===== src/rtl/pps_store_queue_pkg.sv =====
// Shared definitions for the PPS store-alignment / store-buffer stage:
// memory-op type codes, address width and the byte-lane width helper.
package pps_store_queue_pkg;

  localparam int ADDR_W   = 32;
  localparam int MEM_OP_W = 7;

  localparam logic [MEM_OP_W-1:0] tMEM_OP_NULL  = 7'h00;
  localparam logic [MEM_OP_W-1:0] tMEM_OP_BYTE  = 7'h01;
  localparam logic [MEM_OP_W-1:0] tMEM_OP_HWORD = 7'h02;
  localparam logic [MEM_OP_W-1:0] tMEM_OP_WORD  = 7'h04;
  localparam logic [MEM_OP_W-1:0] tMEM_OP_DWORD = 7'h08;

  // Number of address bits selecting a byte lane within one bus word.
  function automatic int lane_w(input int data_w);
    return $clog2(data_w / 8);
  endfunction

endpackage


===== src/rtl/pps_store_queue_st_align.sv =====
// Combinational store aligner: turns (type, lane, LSB-justified data) into
// byte enables and lane-shifted write data, and classifies the access.
module pps_st_align
  import pps_store_queue_pkg::*;
#(
  parameter int DATA_W           = 32,
  parameter int MEM_OP_TYPE_SIZE = 7
) (
  input  logic [MEM_OP_TYPE_SIZE-1:0]   memop_type,
  input  logic [lane_w(DATA_W)-1:0]     lane,
  input  logic [DATA_W-1:0]             data,
  output logic [DATA_W/8-1:0]           bwe,
  output logic [DATA_W-1:0]             wdata,
  output logic                          misalign,
  output logic                          legal
);

  localparam int BYTES = DATA_W / 8;

  always_comb begin
    bwe      = '0;
    misalign = 1'b0;
    legal    = 1'b1;
    // Data is always shifted by the lane; bytes outside bwe are don't-care.
    wdata    = data << {lane, 3'b000};
    case (memop_type)
      MEM_OP_TYPE_SIZE'(tMEM_OP_BYTE): begin
        bwe = BYTES'(1) << lane;
      end
      MEM_OP_TYPE_SIZE'(tMEM_OP_HWORD): begin
        bwe      = BYTES'(2'b11) << lane;
        misalign = lane[0];
      end
      MEM_OP_TYPE_SIZE'(tMEM_OP_WORD): begin
        bwe      = BYTES'(4'hF) << lane;
        misalign = |lane[1:0];
      end
      MEM_OP_TYPE_SIZE'(tMEM_OP_DWORD): begin
        bwe      = '1;
        misalign = (DATA_W != 64) || (lane != '0);
      end
      default: begin
        legal = 1'b0;
      end
    endcase
  end

endmodule


===== src/rtl/pps_store_queue.sv =====
// Store buffer between PPS Execute and data memory: aligns stores, holds them
// in a DEPTH-entry FIFO, drains over req/ack and flags load-after-store hazards.
module pps_store_queue
  import pps_store_queue_pkg::*;
#(
  parameter int DATA_W           = 32,
  parameter int DEPTH            = 4,
  parameter int MEM_OP_TYPE_SIZE = 7
) (
  input  logic                          clk,
  input  logic                          rst_n,
  input  logic                          ex_st_valid,
  output logic                          ex_st_ready,
  input  logic [ADDR_W-1:0]             ex_addr,
  input  logic [DATA_W-1:0]             ex_data,
  input  logic [MEM_OP_TYPE_SIZE-1:0]   ex_memop_type,
  output logic                          ex_misalign,
  input  logic                          ld_valid,
  input  logic [ADDR_W-1:0]             ld_addr,
  output logic                          ld_hazard,
  output logic                          mem_req,
  input  logic                          mem_ack,
  output logic [ADDR_W-1:0]             mem_addr,
  output logic [DATA_W-1:0]             mem_wdata,
  output logic [DATA_W/8-1:0]           mem_bwe,
  output logic [$clog2(DEPTH):0]        sq_count
);

  localparam int BYTES  = DATA_W / 8;
  localparam int LANE_W = lane_w(DATA_W);
  localparam int PTR_W  = $clog2(DEPTH);
  localparam int CNT_W  = PTR_W + 1;

  typedef struct packed {
    logic [ADDR_W-1:0] addr;
    logic [DATA_W-1:0] wdata;
    logic [BYTES-1:0]  bwe;
  } entry_t;

  entry_t             entry_q [DEPTH];
  logic [DEPTH-1:0]   entry_vld;
  logic [PTR_W-1:0]   wr_ptr;
  logic [PTR_W-1:0]   rd_ptr;
  logic [CNT_W-1:0]   count;

  logic [BYTES-1:0]   al_bwe;
  logic [DATA_W-1:0]  al_wdata;
  logic               al_misalign;
  logic               al_legal;
  logic               enq;
  logic               deq;
  logic               hit;
  logic               unused_ld_lane;
  entry_t             head;

  pps_st_align #(
    .DATA_W           (DATA_W),
    .MEM_OP_TYPE_SIZE (MEM_OP_TYPE_SIZE)
  ) u_align (
    .memop_type (ex_memop_type),
    .lane       (ex_addr[LANE_W-1:0]),
    .data       (ex_data),
    .bwe        (al_bwe),
    .wdata      (al_wdata),
    .misalign   (al_misalign),
    .legal      (al_legal)
  );

  // Ready depends only on occupancy, so a slot freed this edge shows next cycle.
  assign ex_st_ready = (count != CNT_W'(DEPTH));
  assign ex_misalign = ex_st_valid & al_legal & al_misalign;
  assign enq         = ex_st_valid & ex_st_ready & al_legal & ~al_misalign;
  assign mem_req     = (count != '0);
  assign deq         = mem_req & mem_ack;
  assign sq_count    = count;

  assign head      = entry_q[rd_ptr];
  assign mem_addr  = mem_req ? head.addr  : '0;
  assign mem_wdata = mem_req ? head.wdata : '0;
  assign mem_bwe   = mem_req ? head.bwe   : '0;

  // Hazard compares bus-word addresses only; the byte offset of the load is irrelevant.
  assign unused_ld_lane = ^ld_addr[LANE_W-1:0];

  always_comb begin
    hit = 1'b0;
    for (int i = 0; i < DEPTH; i++) begin
      if (entry_vld[i] && (entry_q[i].addr[ADDR_W-1:LANE_W] == ld_addr[ADDR_W-1:LANE_W])) begin
        hit = 1'b1;
      end
    end
    ld_hazard = ld_valid & hit;
  end

  // Control state: pointers, occupancy and per-entry valid bits.
  always_ff @(posedge clk or negedge rst_n) begin
    if (!rst_n) begin
      wr_ptr    <= '0;
      rd_ptr    <= '0;
      count     <= '0;
      entry_vld <= '0;
    end else begin
      if (deq) begin
        entry_vld[rd_ptr] <= 1'b0;
        rd_ptr            <= rd_ptr + PTR_W'(1);
      end
      if (enq) begin
        entry_vld[wr_ptr] <= 1'b1;
        wr_ptr            <= wr_ptr + PTR_W'(1);
      end
      count <= count + CNT_W'(enq) - CNT_W'(deq);
    end
  end

  // Entry payload is qualified by entry_vld, so it needs no reset.
  always_ff @(posedge clk) begin
    if (enq) begin
      entry_q[wr_ptr] <= '{addr:  {ex_addr[ADDR_W-1:LANE_W], LANE_W'(0)},
                           wdata: al_wdata,
                           bwe:   al_bwe};
    end
  end

endmodule


===== config.mk =====
export PLATFORM = sky130hd
export DESIGN_NAME = pps_store_queue
export DESIGN_NICKNAME = d
export VERILOG_FILES = /design/src/rtl/pps_store_queue_pkg.sv /design/src/rtl/pps_store_queue_st_align.sv /design/src/rtl/pps_store_queue.sv
export SDC_FILE = /design/constraint.sdc
export NUM_CORES = 1
export LEC_CHECK = 0
export CAP_MARGIN = 10
export CORE_MARGIN = 5
export CORE_UTILIZATION = 55
export CTS_CLUSTER_DIAMETER = 40
export DETAILED_ROUTE_END_ITERATION = 12
export HOLD_SLACK_MARGIN = 0.05
export PLACE_DENSITY = 0.81
export SLEW_MARGIN = 20
export SYNTH_ARGS = -nofsm -noshare
export SYNTH_HDL_FRONTEND = slang
export SYNTH_HIERARCHICAL = 1
export SYNTH_SLANG_ARGS = --single-unit

===== constraint.sdc =====
create_clock -name clk -period 4 [get_ports clk]
set_clock_uncertainty 0.05 [all_clocks]
set_input_delay 1.2 -clock clk [delete_from_list [all_inputs] [get_ports clk]]
set_output_delay 1.2 -clock clk [all_outputs]
set_load 0.01 [all_outputs]

==> impl_metrics.ini <==
[status]
outcome = finished, final reports clean

[grt]
grt_max_degree = 69
grt_pass1_wl_mm = 47.1
grtUsageTotal_pct = 23.7
grt_pass1_vias = 8116
grt-ovfl-total = 0
antenna_found_initial = 1

[sta]
rsz0062_at_grt = true
fin_crit_sh_pct = 98.6
setup_viol = 0
finalHoldViolCount = 0
timing.hold.ws_ps = 460
worst_pin_slew_ps = 705
clock.fmax_ghz = 0.254
period_minus_slack_ps = 3940
worst_slew_margin_rel_pct = 52.8
slew_violations = 0
layout_setup_ws_ps = 55.4
setup_tns_ps = 0

[die]
dieArea_um2 = 26200
fp-row-count = 55
io_pins = 183
start_util_pct = 56.0
core_um2 = 22700
die_y_um = 162
die_w_um = 162

[worst_setup_path]
crit_arrival_ps = 2690
max_stage_delay_ps = 310
crit_path_end_kind = output port
crit_chain = dlygate4sd2_1 > xnor2_1 > nand4_1 > nor4_1 > nand4_1 > a41oi_2 > buf_2
crit_family = simple AND/OR/NAND/NOR gates
crit_required_ps = 2750
critPathKind = primary input to output port
crit_top_cell = nand4_1
cp_slowest_cell = dlygate4sd2_1
crit_buf_inv = 2
critPathLaunchType = primary input
cp_max_fo = 4

[synth]
synth-edff-count = 264
seq_area_frac_synth_pct = 64.5
synth_top_area_share_pct = 62.4
synth_top_cell_by_area = edfxtp_1
ys_top_cells_by_count = 264 x edfxtp_1, 80 x xnor2_1, 79 x and2_1, 66 x mux4_2, 44 x xor2_1
synth_ff_type = edfxtp_1
syn_inst = 767
synth.most_common_cell = edfxtp_1
async_reset_ff_share_pct = 4.00
synth_area_um2 = 12700
ys_types = 44
synth_area_per_cell_um2 = 16.6
synth_area_leaders = edfxtp_1 62%, mux4_2 12%, xnor2_1 5.5%
yosys_warnings = 6
synth_seq_cells = 275

[hold_path]
hold_path_class = register to register

[cells_and_area]
register_area_um2 = 8210
multiInputGateArea_um2 = 4540
final_util_pct = 73.1
area_growth_pct = 30.6
diodes = 0
final_cells = 1306
drive_above_1_share_pct = 26.6
nNetsFinal = 1117
fillers = 1385

[drt]
first_iter_violations = 781
ant_nets = 0
drtPass1Iterations = 5
post_drt_via_cell_ratio = 5.92
routed_wl_mm = 31.1
wl_per_cell_um = 23.8
drc = 0
vias = 7728

[placement]
dp_slack_ps = -782
portBuffers = 178
hpwl_mm = 20.9
dp.cells = 1240
place.gp.congestion = 0.840

[power_and_ir_drop]
p_leak_nw = 5.78
peakVddDrop_v = 0.000554
p_per_area_nw_per_um2 = 577

[clock_network]
htree_levels = 2
clock_latency_ps = 490
cts_root_buffer = clkbuf_16
clock-sinks = 275
clk_pin_slew_ps = 50
cts_made_buffers = 34
clock_tree.buffer_depth = 3
tritoncts = built

[run]
max_cap_viol_count = 0
-- area by class of cell --
class / count / area share [%]
clock buffers: 37 / 5.32
clock inverters: 22 / 1.24
inverters: 9 / 0.204
multi-input cells: 432 / 27.4
flip-flops and latches: 275 / 49.5
well taps: 285 / 2.15
repair buffers: 246 / 14.2
-- registers in the layout, indices dropped and copies added (netlist names) --
name       flops
entry_q      264
entry_vld      4
sq_count       3
rd_ptr         2
wr_ptr         2
-- what timing repair did --
item / in CTS / in global routing
cloned: 0 / 0
resized for setup: 87 / 75
hold buffers: 0 / 0
endpoints found under the setup margin: 4 / 2
endpoints found under the hold margin: 0 / 0
setup buffers: 8 / 0
pin swaps: 24 / 34
-- metrics by stage --
step	power [W]	instance area [um2]
CTS	0.00965	16500
global placement	0.00658	15200
global route	0.00998	16600
floorplan	0.00516	12700
finish	0.00958	16600
detailed placement	0.00661	15200
-- cell usage in the layout (no fill, tap or decap), types with 25 or more instances in the layout --
cell / count
xnor2_2: 33
nand4_1: 25
mux4_2: 66
edfxtp_1: 264
and2_1: 75
xnor2_1: 46
clkbuf_16: 35
buf_4: 49
xor2_1: 44
clkdlybuf4s50_1: 140
-- metal layers --
| layer | share of wire [%] | vias up | track usage (%) | routed length, um |
|---|---|---|---|---|
| met5 | 0.035 | - | 0 | 11 |
| met4 | 3.5 | 2 | 9.00 | 1100 |
| met3 | 9.6 | 86 | 6.32 | 2970 |
| met2 | 50 | 430 | 39.7 | 15600 |
| met1 | 37 | 3809 | 29.8 | 11400 |
| li1 | - | 3401 | - | - |
-- power by group --
| part | switching, W | internal [W] |
|---|---|---|
| logic | 0.00145 | 0.00189 |
| clock network | 0.00115 | 0.00180 |
| registers | 0.0000628 | 0.00323 |
-- cell families after synthesis --
kind of cell / count (synthesis) / synth area share, %
other: 1 / 0.0295
AND/OR/NAND/NOR: 169 / 7.95
adder cells (fa/ha/maj): 11 / 1.14
flip-flops: 275 / 64.5
multiplexers: 82 / 13.0
AO/OA/AOI/OAI: 44 / 2.23
XOR/XNOR: 124 / 8.55
buffers and inverters: 61 / 2.61
-- path summary, 6_finish.rpt --
kind / slack, ps / endpoint / depth (start not counted) / from
hold reg to reg: 460 / entry_vld[3] / 1 / entry_vld[3]
hold / removal: 460 / entry_vld[3] / 1 / entry_vld[3]
setup / recovery: 60 / ld_hazard / 7 / ld_addr[15]
setup reg to reg: 1070 / sq_count[2] / 10 / sq_count[1]
max in group asynchronous: 2420 / rd_ptr[0] / 1 / rst_n
min in group asynchronous: 1030 / sq_count[2] / 1 / rst_n
(Power assumes the default switching activity.)
